## src/rtl/mem_arb_pkg.sv

```systemverilog
// Shared types and constants for the two-port data-memory arbiter.
package mem_arb_pkg;

    typedef enum logic [1:0] {
        IDLE   = 2'd0,
        ACCESS = 2'd1,
        DONE   = 2'd2
    } state_t;

    localparam logic PORT_CPU = 1'b0;
    localparam logic PORT_DBG = 1'b1;

    localparam int MMIO_BASE_DEF = 252;

endpackage

```

## src/rtl/rr_arb2.sv

```systemverilog
// Combinational two-input round-robin picker: a lone request wins outright,
// a tie is resolved by prio.
module rr_arb2
    import mem_arb_pkg::*;
(
    input  logic [1:0] req,
    input  logic       prio,
    output logic       gnt_valid,
    output logic       gnt_idx
);

    // NOTE: every output gets a default first so no path through the case leaves a latch.
    always_comb begin
        gnt_valid = |req;
        gnt_idx   = PORT_CPU;
        case (req)
            2'b01:   gnt_idx = PORT_CPU;
            2'b10:   gnt_idx = PORT_DBG;
            2'b11:   gnt_idx = prio;
            default: gnt_idx = PORT_CPU;
        endcase
    end

endmodule

```

## src/rtl/mem_arb2.sv

```systemverilog
// Two-port arbiter/sequencer for the shared 256-byte data memory.
// Optional build macro PROT_MMIO_EN blocks requester-1 writes to MMIO and flags them on err1.
module mem_arb2
    import mem_arb_pkg::*;
#(
    parameter int ADDR_W    = 8,
    parameter int DATA_W    = 8,
    parameter int MMIO_BASE = MMIO_BASE_DEF
) (
    input  logic              clk,
    input  logic              rst_n,
    input  logic              req0,
    input  logic              we0,
    input  logic [ADDR_W-1:0] addr0,
    input  logic [DATA_W-1:0] wdata0,
    output logic              ack0,
    output logic [DATA_W-1:0] rdata0,
    input  logic              req1,
    input  logic              we1,
    input  logic [ADDR_W-1:0] addr1,
    input  logic [DATA_W-1:0] wdata1,
    output logic              ack1,
    output logic [DATA_W-1:0] rdata1,
    output logic              mem_en,
    output logic              mem_rw,
    output logic [ADDR_W-1:0] mem_addr,
    output logic [DATA_W-1:0] mem_wdata,
    input  logic [DATA_W-1:0] mem_rdata,
    output logic              err1
);

`ifdef PROT_MMIO_EN
    localparam bit PROT_EN = 1'b1;
`else
    localparam bit PROT_EN = 1'b0;
`endif

    localparam logic [ADDR_W-1:0] MMIO_LO = ADDR_W'(MMIO_BASE);

    state_t              state;
    logic                prio;
    logic                owner;
    logic                rw_q;
    logic [ADDR_W-1:0]   addr_q;
    logic [DATA_W-1:0]   wdata_q;
    logic                prot_q;

    logic                gnt_valid;
    logic                gnt_idx;
    logic                sel_we;
    logic [ADDR_W-1:0]   sel_addr;
    logic [DATA_W-1:0]   sel_wdata;
    logic                prot_hit;

    rr_arb2 u_pick (
        .req       ({req1, req0}),
        .prio      (prio),
        .gnt_valid (gnt_valid),
        .gnt_idx   (gnt_idx)
    );

    always_comb begin
        sel_we    = (gnt_idx == PORT_DBG) ? we1    : we0;
        sel_addr  = (gnt_idx == PORT_DBG) ? addr1  : addr0;
        sel_wdata = (gnt_idx == PORT_DBG) ? wdata1 : wdata0;
        prot_hit  = PROT_EN && (gnt_idx == PORT_DBG) && sel_we && (sel_addr >= MMIO_LO);
    end

    // Memory pins come only from state and capture registers, so they are quiet outside ACCESS.
    assign mem_en    = (state == ACCESS) && !prot_q;
    assign mem_rw    = (state == ACCESS) && rw_q;
    assign mem_addr  = (state == ACCESS) ? addr_q : '0;
    assign mem_wdata = ((state == ACCESS) && rw_q) ? wdata_q : '0;

    // NOTE: sequential state uses non-blocking assignments only, so every register sees pre-edge values.
    always_ff @(posedge clk) begin
        if (!rst_n) begin
            state   <= IDLE;
            prio    <= PORT_CPU;
            owner   <= PORT_CPU;
            rw_q    <= 1'b0;
            addr_q  <= '0;
            wdata_q <= '0;
            prot_q  <= 1'b0;
            ack0    <= 1'b0;
            ack1    <= 1'b0;
            err1    <= 1'b0;
            rdata0  <= '0;
            rdata1  <= '0;
        end else begin
            case (state)
                IDLE: begin
                    if (gnt_valid) begin
                        owner   <= gnt_idx;
                        rw_q    <= sel_we;
                        addr_q  <= sel_addr;
                        wdata_q <= sel_wdata;
                        prot_q  <= prot_hit;
                        state   <= ACCESS;
                    end
                end
                ACCESS: begin
                    if (!rw_q) begin
                        if (owner == PORT_CPU) rdata0 <= mem_rdata;
                        else                   rdata1 <= mem_rdata;
                    end
                    if (owner == PORT_DBG) ack1 <= 1'b1;
                    else                   ack0 <= 1'b1;
                    err1  <= prot_q;
                    prio  <= ~owner;
                    state <= DONE;
                end
                DONE: begin
                    // Requests are deliberately ignored here so a requester can drop req after ack.
                    ack0  <= 1'b0;
                    ack1  <= 1'b0;
                    err1  <= 1'b0;
                    state <= IDLE;
                end
                default: state <= IDLE;
            endcase
        end
    end

endmodule
```

## config.mk

```make
export PLATFORM = sky130hd
export DESIGN_NAME = mem_arb2
export DESIGN_NICKNAME = d
export VERILOG_FILES = /design/src/rtl/mem_arb_pkg.sv /design/src/rtl/rr_arb2.sv /design/src/rtl/mem_arb2.sv
export SDC_FILE = /design/constraint.sdc
export NUM_CORES = 1
export LEC_CHECK = 0
export BUFFER_PORTS_ARGS = -buffer_cell sky130_fd_sc_hd__buf_2
export CAP_MARGIN = 10
export CORE_ASPECT_RATIO = 0.5
export CORE_MARGIN = 2
export CORE_UTILIZATION = 37
export CTS_CLUSTER_SIZE = 25
export DETAILED_ROUTE_END_ITERATION = 7
export SETUP_SLACK_MARGIN = 0.4
export SYNTH_ARGS = -nofsm -noshare
export SYNTH_HDL_FRONTEND = slang
export SYNTH_SLANG_ARGS = --single-unit
```

## constraint.sdc

```tcl
create_clock -name clk -period 2.6 [get_ports clk]
set_input_delay 0.13 -clock clk [delete_from_list [all_inputs] [get_ports clk]]
set_output_delay 0.13 -clock clk [all_outputs]
set_load 0.05 [all_outputs]
```

# Yosys cells after proc, flatten, opt, wreduce, memory -nomap -nowiden
# Cells that the tools add are included.
op_classes:
  addsub: 0
  multipliers: 0
  div: 0
  n_lt_le_gt_ge: 0
  eq_ne: 7
  shift: 0
  muxes: 13
  bitwise_logic: 2
  reduce_logical: 10
ops:
  columns: ["op", "count"]
  rows:
  - ["two-way mux 8 bit", 4]
  - ["== test 2 bit, second input constant", 3]
  - ["inequality test 2 bit, second input constant", 3]
  - ["one-hot mux 1 bit (2 select lines)", 3]
  - ["AND reduction 2 bit", 3]
  - ["AND reduction 3 bit", 2]
  - ["two-way mux 1 bit", 4]
  - ["one-hot mux 2 bit (2 select lines)", 1]
  - ["OR reduction 2 bit", 2]
  - ["== test 2 x 1 -> 1 bit, second input constant", 1]
  - ["logical NOT 2 bit", 1]
  - ["two-way mux 2 bit", 1]
  - ["inverter 1 bit", 2]
  - ["nonzero test 2 bit", 1]
  - ["logical AND 1 bit", 1]
word_totals:
  register_bits: 40
  latch_bits: 0
  ramBits: 0
  mem_bits_ro: 0
  in_bits: 46
  output_inout_bits: 37
  mem_count: 0

# Depth between registers and ports, before layout
logic_depth:
  word_depth: 3
  ltp_mapped: 5

# By module
# From an unflattened synthesis, not the netlist that was laid out.
hier_totals:
  hier_cells: 191
  area_unflattened_um2: 1695.4
by_module_without_submodules:
  columns: ["module", "n_inst", "cells_each", "area_per_inst_um2", "seq_area_each_um2"]
  rows:
  - ["mem_arb2", 1, 188, 1677.9, 780.7]
  - ["rr_arb2", 1, 3, 17.5, 0.0]

# Worst setup path after synthesis
# Ideal clock, no wire load.
synth_timing:
  kind: "register -> output"
  startpoint: "reg state[0]"
  endpoint: "out mem_addr[0]"
  arrival_ns: 1.633
  required_ns: 2.470
  slack_ns: 0.837
  path_stages_with_launch: 4
  cell_sequence: "dfxtp_1 nor2b_1 clkbuf_1 and2_1"
synth_via:
  elab_chain_len: 2
synth_lines:
  columns: ["element", "line_no", "rtl"]
  rows:
  - ["from (decl)", "mem_arb2.sv:40", "state_t state;"]
  - ["from (signal assigned)", "mem_arb2.sv:78", "state <= IDLE;"]
  - ["from (signal assigned)", "mem_arb2.sv:99", "state <= ACCESS;"]
  - ["from (signal assigned)", "mem_arb2.sv:111", "state <= DONE;"]
  - ["== test 2 x 1 -> 1 bit", null, null]
  - ["named net mem_en", "mem_arb2.sv:24", "output logic mem_en,"]
  - ["two-way mux 8 bit", "mem_arb2.sv:72", "assign mem_addr = (state == ACCESS) ? addr_q : '0;"]
  - ["to (decl)", "mem_arb2.sv:26", "output logic [ADDR_W-1:0] mem_addr,"]
# The timed path passes the listed nets, and every way through them passes these cells.

# Final worst setup path
layout_timing:
  startpoint: "reg prio"
  endpoint: "reg addr_q[1]"
layout_via:
  elab_chain_len: 2
layout_lines:
  columns: ["element", "line_no", "rtl"]
  rows:
  - ["from (decl)", "mem_arb2.sv:41", "logic prio;"]
  - ["from (signal assigned)", "mem_arb2.sv:110", "prio <= ~owner;"]
  - ["one-hot mux 1 bit (2 select lines)", "rr_arb2.sv:16", "case (req)"]
  - ["two-way mux 8 bit", "mem_arb2.sv:64", "sel_addr = (gnt_idx == PORT_DBG) ? addr1 : addr0;"]
  - ["to (signal assigned)", "mem_arb2.sv:96", "addr_q <= sel_addr;"]
  - ["to (decl)", "mem_arb2.sv:44", "logic [ADDR_W-1:0] addr_q;"]
# No other way between the ends.
# A chain may end at the register's enable or synchronous reset.

==> impl_metrics.env <==
export IMPL_synth_edff_count=0
export IMPL_power_frac_clock_pct=28.2
export IMPL_pwr_share_comb_pct=23.8
export IMPL_hold_depth=3
export IMPL_slowest_delay_ns=0.77
export IMPL_initial_core_util_pct=38.7
export IMPL_min_to="rdata0[0]$_SDFFE_PN0P_"
export IMPL_switching_share_pct=32.0
export IMPL_antenna_cells=0
export IMPL_clock_skew_ns=0.00428
export IMPL_setup_tns_ns=0
export IMPL_pwr_share_seq_pct=48.0
export IMPL_critPathSlowestCell="nand2b_1"
export IMPL_yosysUniqueCellTypes=28
export IMPL_min_period_over_period_pct=70.3
export IMPL_firstDrtPassIters=5
export IMPL_worstPathCellList="nand2b_1, a21boi_0, o311a_1"
export IMPL_yosys_area_top_type="dfxtp_1"
export IMPL_vias=1806
export IMPL_root_buffer="clkbuf_8"
export IMPL_cp_required_ns=2.78
export IMPL_nNetsFinal=325
export IMPL_gp_congestion=0.736
export IMPL_avgSynthCellArea_um2=9.00
export IMPL_via_per_inst=5.16
export IMPL_setup_worst_path_start_class="register"
export IMPL_synth_seq_cells=39
export IMPL_antenna_found_initial=0
export IMPL_cts_inserted_buffers=5
export IMPL_dieArea_um2=5830
export IMPL_fillers=501
export IMPL_dr_max_layer_used="met4"
export IMPL_power_w=0.00140
export IMPL_hpwl_mm=3.10
export IMPL_synth_cells=214
export IMPL_syn_area_um2=1930
export IMPL_netlist_top_cells_count="dfxtp_1, and3_1, a21boi_0, o21bai_1, o311a_1"
export IMPL_cts_resized=0
export IMPL_crit_start="prio$_SDFFE_PN0P_"
export IMPL_drt_iter0_drc=103
export IMPL_power_density_nw_per_um2=588
export IMPL_outcome="finished, final reports clean"
export IMPL_setup_viol=0
export IMPL_num_rows=18
export IMPL_die_h_um=55.0
export IMPL_drv_cap=0
export IMPL_die_w_um=106
export IMPL_hp_start="mem_rdata[0]"
export IMPL_ys_top_cells_by_area="dfxtp_1, o311a_1, and3_1, a21boi_0, o21bai_1"
export IMPL_grt_pass1_wl_mm=7.62
export IMPL_grt_ovfl_total=0
export IMPL_clk_latency_ns=0.28
export IMPL_crit_type="reg2reg"
export IMPL_fmax_ghz=0.547
export IMPL_grt_max_degree=44
export IMPL_syn_num_nets=260
export IMPL_timing_critical_path_max_delay_family="simple AND/OR/NAND/NOR gates"
export IMPL_synthArstFlopShare_pct=0
export IMPL_wl_met3_um=253
export IMPL_wl_per_cell_um=13.4
export IMPL_rr_worst_depth=3
export IMPL_yosysWarnings=0
export IMPL_post_cts_repair_setup_buffers=0
export IMPL_first_global_vias=1698
export IMPL_irDropWorstVdd_mv=0.205
export IMPL_critPathCaptureType="register"
export IMPL_synth_top_flop_cell="dfxtp_1"
export IMPL_grt_setup_unrepaired="no"
export IMPL_clock_sinks=39
export IMPL_drc_errors=0
export IMPL_holdBufCountCts=0
export IMPL_hp_class="in2reg"
export IMPL_cts_htree_levels=2
export IMPL_finalHoldViolations=0
export IMPL_drtAntennaViolNets=0
export IMPL_path_buf_inv=0
export IMPL_p_leak_nw=1.20
export IMPL_crit_arrival_ns=2.00
export IMPL_path_clk_slew_ns=0.08
export IMPL_core_um2=4980
export IMPL_slew_violations=0
export IMPL_reg2reg_from="prio$_SDFFE_PN0P_"
export IMPL_wl_met1_mm=2.27
export IMPL_max_slew_margin_pct=32.8
export IMPL_reg2reg_to="addr_q[1]$_SDFFE_PN0P_"
export IMPL_cts_tree="yes"
export IMPL_ys_seq_area_share_pct=40.5
export IMPL_synth_top_area_share_pct=40.5
export IMPL_dr_wl_met2_mm=2.13
export IMPL_fin_crit_ns=1.83
export IMPL_path_max_fanout=35
export IMPL_yosysMostFrequentCell="dfxtp_1"
export IMPL_syn2layout_area_growth_pct=23.9
export IMPL_clk_path_buf_depth=2
export IMPL_p_int_w=0.000954
export IMPL_r2r_slack_ns=0.77
export IMPL_io_pins=83
export IMPL_drive_above_1_share_pct=36.1
export IMPL_drt_total_wl_mm=4.71
export IMPL_grt_use_total_pct=16.7
export IMPL_tightestPinTransition_ns=1.01
export IMPL_p_switching_w=0.000449
export IMPL_io_buffer_count=81
## tightest hold or removal path, cell delays in order
cell and delay, ns:
buf_2 0.07, nand2_1 0.06, o21ai_2 0.10
## power groups by stage
stage	registers [W]	logic, W	clock network [W]
6_report	0.000674	0.000334	0.000396
4_1_cts	0.000674	0.000336	0.000410
3_3_place_gp	0.000686	0.000332	0
3_5_place_dp	0.000688	0.000336	0
2_1_floorplan	0.000720	0.000226	0
5_1_grt	0.000680	0.000363	0.000439
## how the worst max path moves through the flow
| stage | cells past startpoint | to | slack (ns) |
|---|---|---|---|
| after CTS | 3 | wdata_q[3]$_SDFFE_PN0P_ | 0.78 |
| final | 3 | addr_q[1]$_SDFFE_PN0P_ | 0.77 |
| after global routing | 3 | addr_q[1]$_SDFFE_PN0P_ | 0.64 |
| after global placement | 3 | rdata0[5]$_SDFFE_PN0P_ | 0.83 |
| after floorplan | 3 | mem_addr[0] | 0.84 |
| after detailed placement | 3 | wdata_q[3]$_SDFFE_PN0P_ | 0.78 |
## cells by family after synthesis
logic type | after synthesis | share of synthesized area, %
AOI/OAI and AO/OA | 74 | 29.8
buffers and inverters | 26 | 6.89
DFF | 39 | 40.5
muxes | 1 | 0.520
other | 1 | 0.195
and+or+nand+nor | 73 | 22.0
## placed cells by master (no fill, tap or decap)
| cell | instances |
|---|---|
| buf_2 | 81 |
| dfxtp_1 | 39 |
| and3_1 | 25 |
| a21boi_0 | 17 |
| o21bai_1 | 17 |
| o311a_1 | 17 |
| nand3_1 | 15 |
| o21ai_0 | 11 |
| and2_1 | 10 |
| o21ai_2 | 9 |
| nand2_1 | 8 |
| clkbuf_8 | 5 |
| nor2_1 | 4 |
| nand2b_1 | 3 |
| a21oi_1 | 3 |
| nor2b_1 | 2 |
| nand3_2 | 2 |
| inv_1 | 2 |
| or2_1 | 1 |
| nor2_2 | 1 |
| or4b_1 | 1 |
| nand4bb_1 | 1 |
| mux2i_1 | 1 |
| conb_1 | 1 |
| clkinvlp_4 | 1 |
| clkinv_2 | 1 |
| clkbuf_1 | 1 |
| buf_4 | 1 |
## final cells by class
cell class | instances | area, um^2 | share of cell area [%]
inverter | 2 | 7.51 | 0.315
timing repair buffer | 82 | 413 | 17.3
sequential | 39 | 781 | 32.7
clock inverter | 2 | 12.5 | 0.524
clock buffer | 6 | 72.6 | 3.04
multi-input combinational | 149 | 1010 | 42.4
tap | 70 | 87.6 | 3.67
## flip-flops by register name, summed over array words and instances (netlist names)
signal   cells
rdata1       8
ack0         1
owner        1
rw_q         1
prio         1
wdata_q      8
rdata0       8
ack1         1
state        2
addr_q       8
## metal layers
layer	GRT usage (%)	up-vias
met1	19.8	835
met2	30.4	55
met5	0	-
li1	-	912
met4	6.14	0
met3	4.33	4
## through the flow
stage	util (%)	hold slack [ns]	area (um^2)	setup slack (ns)	std cells
5_1_grt	47.9	0.0997	2390	0.642	350
4_1_cts	47.9	0.0949	2390	0.780	350
2_1_floorplan	-	0.289	1930	0.837	214
6_report	47.9	0.104	2390	0.772	350
3_3_place_gp	46.2	0.393	2300	0.829	342
3_5_place_dp	46.2	0.404	2300	0.784	342
Note: power is estimated with default switching activity, not from simulation.
